**config.mk**
```make
export PLATFORM = sky130hd
export DESIGN_NAME = ldm_stm_sequencer_flat
export DESIGN_NICKNAME = d
export VERILOG_FILES = /design/src/rtl/ldm_stm_sequencer_pkg.sv /design/src/rtl/ldm_stm_sequencer_if.sv /design/src/rtl/ldm_stm_sequencer_lowest_set_bit.sv /design/src/rtl/ldm_stm_sequencer.sv /design/src/flat_wrapper.sv
export SDC_FILE = /design/constraint.sdc
export NUM_CORES = 1
export LEC_CHECK = 0
export ABC_CLOCK_PERIOD_IN_PS = 8300
export BUFFER_PORTS_ARGS = -buffer_cell sky130_fd_sc_hd__buf_2
export CELL_PAD_IN_SITES_DETAIL_PLACEMENT = 1
export CELL_PAD_IN_SITES_GLOBAL_PLACEMENT = 2
export CORE_MARGIN = 5
export CORE_UTILIZATION = 30
export DETAILED_ROUTE_END_ITERATION = 10
export GPL_TIMING_DRIVEN = 0
export PLACE_DENSITY_LB_ADDON = 0.1
export SYNTH_ARGS = -nofsm -noshare
export SYNTH_HDL_FRONTEND = slang
export SYNTH_HIERARCHICAL = 1
export SYNTH_SLANG_ARGS = --single-unit
```
**constraint.sdc**
```tcl
create_clock -name clock -period 8.3 [get_ports clock]
set_input_delay 1.66 -clock clock [delete_from_list [all_inputs] [get_ports clock]]
set_output_delay 1.66 -clock clock [all_outputs]
set_load 0.01 [all_outputs]
```
**src/rtl/ldm_stm_sequencer_pkg.sv**
```systemverilog
// Shared types and constants for the LDM/STM block-transfer sequencer.
package ldm_stm_sequencer_pkg;

  typedef enum logic [1:0] {
    IDLE = 2'd0,
    XFER = 2'd1,
    WB   = 2'd2,
    FIN  = 2'd3
  } state_t;

  localparam int WORD_BYTES = 4;

  // Number of registers selected by a 16-bit register mask.
  function automatic logic [4:0] popcount16(input logic [15:0] mask);
    logic [4:0] cnt;
    cnt = '0;
    for (int i = 0; i < 16; i++) begin
      cnt = cnt + {4'd0, mask[i]};
    end
    return cnt;
  endfunction

endpackage

```
**src/rtl/ldm_stm_sequencer_if.sv**
```systemverilog
// Memory-side bus of the sequencer: one request/ready handshake per word.
interface ldm_stm_sequencer_if #(
  parameter int DATA_W = 32
);
  logic              mem_req;
  logic              mem_we;
  logic [DATA_W-1:0] mem_addr;
  logic [DATA_W-1:0] mem_wdata;
  logic              mem_ready;
  logic [DATA_W-1:0] mem_rdata;

  modport master (
    output mem_req, mem_we, mem_addr, mem_wdata,
    input  mem_ready, mem_rdata
  );

  modport slave (
    input  mem_req, mem_we, mem_addr, mem_wdata,
    output mem_ready, mem_rdata
  );
endinterface

```
**src/rtl/ldm_stm_sequencer_lowest_set_bit.sv**
```systemverilog
// Priority encoder: index of the lowest set bit of a 16-bit mask.
module lowest_set_bit (
  input  logic [15:0] mask,
  output logic [3:0]  idx,
  output logic        valid
);

  // Scan from the top down so the lowest set bit is the last one written.
  always_comb begin
    idx   = '0;
    valid = 1'b0;
    for (int i = 15; i >= 0; i--) begin
      if (mask[i]) begin
        idx   = 4'(i);
        valid = 1'b1;
      end
    end
  end

endmodule

```
**src/rtl/ldm_stm_sequencer.sv**
```systemverilog
// LDM/STM block-transfer sequencer.
//
//   state | meaning
//   IDLE  | waiting for start; request fields captured on start
//   XFER  | one memory access per remaining register, lowest index first
//   WB    | single-cycle base register writeback
//   FIN   | single-cycle done pulse, then back to IDLE
module ldm_stm_sequencer
  import ldm_stm_sequencer_pkg::*;
#(
  parameter int DATA_W = 32
) (
  input  logic              clock,
  input  logic              reset,
  input  logic              start,
  input  logic              load,
  input  logic [15:0]       reg_list,
  input  logic [DATA_W-1:0] base_addr,
  input  logic [3:0]        base_reg,
  input  logic              up,
  input  logic              pre,
  input  logic              writeback,
  output logic              busy,
  output logic              done,
  ldm_stm_sequencer_if.master mem,
  output logic [3:0]        rf_read_reg,
  input  logic [DATA_W-1:0] rf_read_data,
  output logic              rf_write_en,
  output logic [3:0]        rf_write_reg,
  output logic [DATA_W-1:0] rf_write_data
);

  localparam logic [DATA_W-1:0] STEP = DATA_W'(WORD_BYTES);

  state_t            state_q, state_d;
  logic [15:0]       mask_q, mask_d;
  logic [DATA_W-1:0] addr_q, addr_d;
  logic              load_q, load_d;
  logic [3:0]        base_reg_q, base_reg_d;
  logic [DATA_W-1:0] wb_data_q, wb_data_d;
  logic              do_wb_q, do_wb_d;

  logic [3:0]        cur_reg;
  logic              cur_valid;
  logic [15:0]       mask_clr;
  logic [DATA_W-1:0] span;
  logic [DATA_W-1:0] first_addr;
  logic              xfer;
  logic              ld_wr;
  logic              wb_wr;

  lowest_set_bit u_lsb (
    .mask  (mask_q),
    .idx   (cur_reg),
    .valid (cur_valid)
  );

  // Request decode: total byte span of the list and the address of the first word.
  always_comb begin
    span = DATA_W'(popcount16(reg_list)) * STEP;
    unique case ({up, pre})
      2'b10:   first_addr = base_addr;
      2'b11:   first_addr = base_addr + STEP;
      2'b00:   first_addr = base_addr - span + STEP;
      default: first_addr = base_addr - span;
    endcase
  end

  assign mask_clr = mask_q & ~(16'd1 << cur_reg);

  // Next-state and datapath update; the current register is the lowest bit left in the mask.
  always_comb begin
    state_d    = state_q;
    mask_d     = mask_q;
    addr_d     = addr_q;
    load_d     = load_q;
    base_reg_d = base_reg_q;
    wb_data_d  = wb_data_q;
    do_wb_d    = do_wb_q;
    unique case (state_q)
      IDLE: begin
        if (start) begin
          load_d     = load;
          mask_d     = reg_list;
          addr_d     = first_addr;
          base_reg_d = base_reg;
          wb_data_d  = up ? (base_addr + span) : (base_addr - span);
          // A loaded base register wins over the writeback value.
          do_wb_d    = writeback && !(load && reg_list[base_reg]);
          state_d    = (reg_list != 16'd0) ? XFER : FIN;
        end
      end
      XFER: begin
        if (!cur_valid) begin
          state_d = FIN;
        end else if (mem.mem_ready) begin
          mask_d = mask_clr;
          addr_d = addr_q + STEP;
          if (mask_clr == 16'd0) begin
            state_d = do_wb_q ? WB : FIN;
          end
        end
      end
      WB:      state_d = FIN;
      FIN:     state_d = IDLE;
      default: state_d = IDLE;
    endcase
  end

  // State and captured request registers with synchronous active-low reset.
  always_ff @(posedge clock) begin
    if (!reset) begin
      state_q    <= IDLE;
      mask_q     <= '0;
      addr_q     <= '0;
      load_q     <= 1'b0;
      base_reg_q <= '0;
      wb_data_q  <= '0;
      do_wb_q    <= 1'b0;
    end else begin
      state_q    <= state_d;
      mask_q     <= mask_d;
      addr_q     <= addr_d;
      load_q     <= load_d;
      base_reg_q <= base_reg_d;
      wb_data_q  <= wb_data_d;
      do_wb_q    <= do_wb_d;
    end
  end

  // Strobes are also masked by reset so an abort never lets a final access or write slip out.
  assign xfer  = (state_q == XFER) && cur_valid;
  assign ld_wr = xfer && load_q && mem.mem_ready;
  assign wb_wr = (state_q == WB);

  assign mem.mem_req   = xfer && reset;
  assign mem.mem_we    = xfer && !load_q;
  assign mem.mem_addr  = xfer ? addr_q : '0;
  assign mem.mem_wdata = (xfer && !load_q) ? rf_read_data : '0;
  assign rf_read_reg   = (xfer && !load_q) ? cur_reg : 4'd0;

  assign rf_write_en   = (ld_wr || wb_wr) && reset;
  assign rf_write_reg  = ld_wr ? cur_reg : (wb_wr ? base_reg_q : 4'd0);
  assign rf_write_data = ld_wr ? mem.mem_rdata : (wb_wr ? wb_data_q : '0);

  assign busy = (state_q == XFER) || (state_q == WB);
  assign done = (state_q == FIN);

endmodule

```
**src/flat_wrapper.sv**
```systemverilog
// flat-port wrapper written by rule: the top's interface ports become plain ports
module ldm_stm_sequencer_flat import ldm_stm_sequencer_pkg::*;
#(
  parameter int DATA_W = 32
)
  (clock, reset, start, load, reg_list, base_addr, base_reg, up, pre, writeback, busy, done, rf_read_reg, rf_read_data, rf_write_en, rf_write_reg, rf_write_data, mem_mem_req, mem_mem_we, mem_mem_addr, mem_mem_wdata, mem_mem_ready, mem_mem_rdata);
  ldm_stm_sequencer_if #(.DATA_W(DATA_W)) mem_i ();
  input  logic clock;
  input  logic reset;
  input  logic start;
  input  logic load;
  input  logic [15:0] reg_list;
  input  logic [DATA_W-1:0] base_addr;
  input  logic [3:0] base_reg;
  input  logic up;
  input  logic pre;
  input  logic writeback;
  output logic busy;
  output logic done;
  output logic [3:0] rf_read_reg;
  input  logic [DATA_W-1:0] rf_read_data;
  output logic rf_write_en;
  output logic [3:0] rf_write_reg;
  output logic [DATA_W-1:0] rf_write_data;
  output wire logic [$bits(mem_i.mem_req)-1:0] mem_mem_req;
  output wire logic [$bits(mem_i.mem_we)-1:0] mem_mem_we;
  output wire logic [$bits(mem_i.mem_addr)-1:0] mem_mem_addr;
  output wire logic [$bits(mem_i.mem_wdata)-1:0] mem_mem_wdata;
  input wire logic [$bits(mem_i.mem_ready)-1:0] mem_mem_ready;
  input wire logic [$bits(mem_i.mem_rdata)-1:0] mem_mem_rdata;
  assign mem_mem_req = mem_i.mem_req;
  assign mem_mem_we = mem_i.mem_we;
  assign mem_mem_addr = mem_i.mem_addr;
  assign mem_mem_wdata = mem_i.mem_wdata;
  assign mem_i.mem_ready = mem_mem_ready;
  assign mem_i.mem_rdata = mem_mem_rdata;
  ldm_stm_sequencer #(.DATA_W(DATA_W)) u_core (.clock(clock), .reset(reset), .start(start), .load(load), .reg_list(reg_list), .base_addr(base_addr), .base_reg(base_reg), .up(up), .pre(pre), .writeback(writeback), .busy(busy), .done(done), .mem(mem_i), .rf_read_reg(rf_read_reg), .rf_read_data(rf_read_data), .rf_write_en(rf_write_en), .rf_write_reg(rf_write_reg), .rf_write_data(rf_write_data));
endmodule
```
==> out/qor.csv <==
stage,metric,value,unit
yosys,post-synthesis average cell area,6.67,sq um
worst_setup_path,worst flop-to-flop path startpoint,u_core/mask_q[8],
floorplanning,starting density of the core,30.3,%
drt,post-route ant nets,0,
pwr,total power per unit cell area,301,nW/um^2
grt,via count of the first global-routing pass,12100,
layout,fill cell count,4243,
drt,1st-pass router iterations,5,
worst_setup_path,Crit path arrival time,8.37,ns
pwr,proportion of power drawn by flip-flops and latches,19.5,%
layout,antenna cells,0,
placed_design,number of buffers inserted by port buffering,222,
yosys,number of instances in the synthesized netlist,1469,
layout,synthesis-to-finish area growth,21.5,%
sta,RSZ-0062 raised after global routing,yes,
drt,detailed-route vias per instance,5.61,
yosys,"FF+latch count, synth",88,
yosys,area share of and/or/nand/nor cells after synthesis,35.5,%
sta,Worst slew margin,9.28,%
cts,clock-pin slew reported for the worst setup and hold paths after clock tree synthesis,0.06,ns
yosys,Synth Area in XOR/XNOR,7.15,%
yosys,net count after synthesis,1631,
grt,overall global routing resource usage,27.0,%
yosys,"post-synthesis share of cell area spent on full adders, half adders and majority gates",5.77,%
sta,"Setup violations, final",0,
layout,area of the multi-input gates,7450,sq um
pwr,proportion of power drawn by combinational gates,66.7,%
sta,maximum clock skew at final layout,0.00628,ns
yosys,number of enable flip-flop cells after synthesis,0,
floorplanning,Die X,191,microns
cts,root buf cell,sky130_fd_sc_hd__clkbuf_16,
cts,clock net sink count,88,
yosys,Yosys Warn Count,6,
yosys,post-synthesis async set-or-reset flop share,0,%
floorplanning,Die Footprint,36400,sq um
cts,CTS Buf Count,9,
sta,fin crit period,8.13,ns
pwr,internal power summed over all cells,0.00165,W
pwr,switching power of the nets,0.00193,W
run_status,outcome,"finished, final reports clean",
worst_hold_path,Worst Hold Launch,u_core/wb_data_q[19],
pwr,Worst IR Drop VDD,0.113,mV
grt,total congestion overflow,0,
yosys,Synth top area share,18.0,%
drt,remaining design rule violation count,0,
cts,CTS tree,built,
floorplanning,I/O pin total,233,
grt,pin count of the biggest net entering global routing,15,
worst_setup_path,startpoint type of the worst setup path,input pin,
sta,post-route worst hold slack,0.453,ns
yosys,sequential cell area fraction in the yosys report,18.0,%
floorplanning,area of the core region,32400,sq um
yosys,largest area contributor in the synthesized netlist,sky130_fd_sc_hd__dfxtp_1,
layout,Final Net Count,1871,
pwr,Lkg Pwr,4.82,nW
yosys,Compound-Gate Fraction of Synth Area,25.1,%
sta,Final Hold Violating Endpoints,0,
sta,slew at the pin closest to its max-slew limit,1.35,ns
floorplanning,Placement Rows,66,
cts,latest clock arrival within the worst-skew pair,0.37,ns
cts,H-tree depth,3,
yosys,ranking of synthesized cells by area,"sky130_fd_sc_hd__dfxtp_1 (18%), sky130_fd_sc_hd__nand2_1 (11%), sky130_fd_sc_hd__o21ai_0 (5.8%)",
drt,DR vias,12100,
run,maxcap violations,0,
worst_setup_path,Critical path origin,reg_list[0],
pwr,clock power share,13.8,%
drt,post-DR wirelength/cell,23.6,microns
cts,cts-stage hold buffer count,0,
sta,final worst-path cycle share,98.0,%
layout,"most common cell after layout, fill and taps aside",sky130_fd_sc_hd__nand2_1,
sta,accumulated negative setup slack,0,ns
yosys,Syn Std Cell Area,9800,sq um
yosys,fraction of synthesized area in multiplexers,2.07,%
worst_setup_path,worst path required time,8.53,ns
floorplanning,vertical die dimension,191,microns
layout,"top library cells by usage in the layout, fill and taps aside","sky130_fd_sc_hd__nand2_1 (276), sky130_fd_sc_hd__buf_2 (226), sky130_fd_sc_hd__o21ai_0 (114), sky130_fd_sc_hd__a21oi_1 (106), sky130_fd_sc_hd__nor2_1 (101)",
yosys,combinational family with the most area after synthesis,simple AND/OR/NAND/NOR gates,
worst_setup_path,CP endpoint kind,flip-flop,
drt,aggregate routed wire length,50900,microns
drt,drt first-iter violations,950,
yosys,"Primary FF master, synth",sky130_fd_sc_hd__dfxtp_1,
sta,Fmax achieved,123,MHz
worst_hold_path,Tightest Hold Check Type,reg -> reg,
layout,layout cell share with drive strength beyond 1,17.7,%
sta,Pins Over Slew Limit,0,
grt,wire length of the first global-routing pass,75200,microns
yosys,number of distinct standard cells referenced by the synthesized netlist,83,
grt,number of antenna violations at the first check in global routing,1,
cts,Max clock buf depth,2,
layout,utilization after layout,36.8,%
pwr,post-route total power,0.00358,W
layout,register cell area after layout,1760,sq um
placed_design,routability-driven placement congestion ratio,0.941,
pwr,fraction of power spent switching nets,54.0,%
placed_design,post-detailed-placement half-perimeter wirelength,40800,microns
worst_setup_path,largest fanout on the critical path,10,
worst_setup_path,category of the most critical setup path,in -> reg,
[flip-flops by register name, summed over array words and instances, names as in the netlist]
signal and count:
u_core/state_q 2, u_core/base_reg_q 4, u_core/addr_q 32, u_core/wb_data_q 32, u_core/do_wb_q 1, u_core/mask_q 16
u_core/load_q 1
[worst max-delay path: stages]
cell	delay (ns)
sky130_fd_sc_hd__buf_2	0.12
sky130_fd_sc_hd__inv_1	0.08
sky130_fd_sc_hd__fa_1	0.57
sky130_fd_sc_hd__fa_1	0.45
sky130_fd_sc_hd__fa_1	0.48
sky130_fd_sc_hd__fa_1	0.49
sky130_fd_sc_hd__inv_1	0.04
sky130_fd_sc_hd__ha_1	0.20
sky130_fd_sc_hd__fa_1	0.42
sky130_fd_sc_hd__xor2_1	0.25
sky130_fd_sc_hd__ha_1	0.35
sky130_fd_sc_hd__and2b_1	0.23
sky130_fd_sc_hd__a2111oi_2	0.62
sky130_fd_sc_hd__buf_4	0.31
sky130_fd_sc_hd__buf_4	0.20
sky130_fd_sc_hd__o21ai_0	0.15
sky130_fd_sc_hd__a22oi_2	0.31
sky130_fd_sc_hd__nand4_1	0.23
sky130_fd_sc_hd__or4_4	0.48
sky130_fd_sc_hd__xnor2_1	0.16
sky130_fd_sc_hd__a211oi_2	0.40
sky130_fd_sc_hd__nor3_1	0.13
[power by group through the flow]
stage,combinational [W],sequential (W),clock [W]
2_1_floorplan,0.00155,0.000648,0
3_3_place_gp,0.00232,0.000700,0
3_5_place_dp,0.00234,0.000703,0
4_1_cts,0.00237,0.000695,0.000504
5_1_grt,0.00260,0.000716,0.000517
6_report,0.00239,0.000699,0.000494
[area by class of cell]
type / count / area share (%)
Buffer: 106 / 3.67
Clock buffer: 11 / 2.04
Clock inverter: 5 / 0.872
Inverter: 52 / 1.64
Multi-Input combinational cell: 1223 / 62.6
Sequential cell: 88 / 14.8
Tap cell: 442 / 4.65
Timing Repair Buffer: 229 / 9.77
[what timing repair did]
item                                    4_1_cts  5_1_grt
buffers inserted                              0        7
resized for setup                             2        6
pin swaps                                     0        3
endpoints found under the setup margin        2       15
[synthesized netlist by cell type (6+ instances only)]
library cell and n:
sky130_fd_sc_hd__nand4_1 20, sky130_fd_sc_hd__nor2b_1 12, sky130_fd_sc_hd__nor2_1 102, sky130_fd_sc_hd__nor4_2 7, sky130_fd_sc_hd__o31ai_1 11, sky130_fd_sc_hd__fa_1 12, sky130_fd_sc_hd__mux2i_1 9, sky130_fd_sc_hd__a21o_1 14
sky130_fd_sc_hd__nand2b_1 8, sky130_fd_sc_hd__dfxtp_1 88, sky130_fd_sc_hd__and3_1 50, sky130_fd_sc_hd__o21ai_0 114, sky130_fd_sc_hd__or3_1 16, sky130_fd_sc_hd__nor4_1 22, sky130_fd_sc_hd__xor2_1 28, sky130_fd_sc_hd__inv_1 50
sky130_fd_sc_hd__a211oi_1 12, sky130_fd_sc_hd__a31oi_1 27, sky130_fd_sc_hd__a21oi_1 106, sky130_fd_sc_hd__or2_2 8, sky130_fd_sc_hd__and2_1 46, sky130_fd_sc_hd__o211ai_1 10, sky130_fd_sc_hd__ha_1 26, sky130_fd_sc_hd__xnor2_1 52
sky130_fd_sc_hd__nor3_1 42, sky130_fd_sc_hd__nand3_1 49, sky130_fd_sc_hd__clkbuf_1 91, sky130_fd_sc_hd__o22ai_1 8, sky130_fd_sc_hd__o21a_1 6, sky130_fd_sc_hd__a22oi_1 23, sky130_fd_sc_hd__or4_1 10, sky130_fd_sc_hd__nand2_1 276
[cell families (layout without fill, tap and decap cells)]
group                    count (synthesis)  after routing
AND/OR/NAND/NOR                        698            698
AO/OA/AOI/OAI                          393            393
buffers and inverters                  158            403
flip-flops                              88             88
XOR/XNOR                                80             80
adder cells (fa/ha/maj)                 38             38
multiplexers                            14             14
[stage by stage]
step	instance area (sq um)	cells	setup WS, ns
3_3_place_gp	11500	2133	-0.534
3_5_place_dp	11500	2133	-0.584
4_1_cts	11800	2149	0.0153
5_1_grt	11900	2156	-0.0576
6_report	11900	2156	0.168
2_1_floorplan	9800	1469	0.903
[per-layer routing]
layer / up-vias / track usage [%] / routed length, microns
li1: 5704 / - / -
met5: - / 0 / 8
met3: 80 / 4.60 / 3010
met4: 2 / 8.59 / 1560
met2: 371 / 45.4 / 23800
met1: 5945 / 35.3 / 22500
[path summary, 6_finish.rpt]
check | endpoint | slack, ns | cells after the start
min reg2reg | u_core/wb_data_q[19] | 0.45 | 2
max | u_core/addr_q[21] | 0.17 | 22
max reg2reg | u_core/addr_q[15] | 4.42 | 12
min | u_core/wb_data_q[19] | 0.45 | 2
Note: power is estimated with default switching activity, not from simulation.
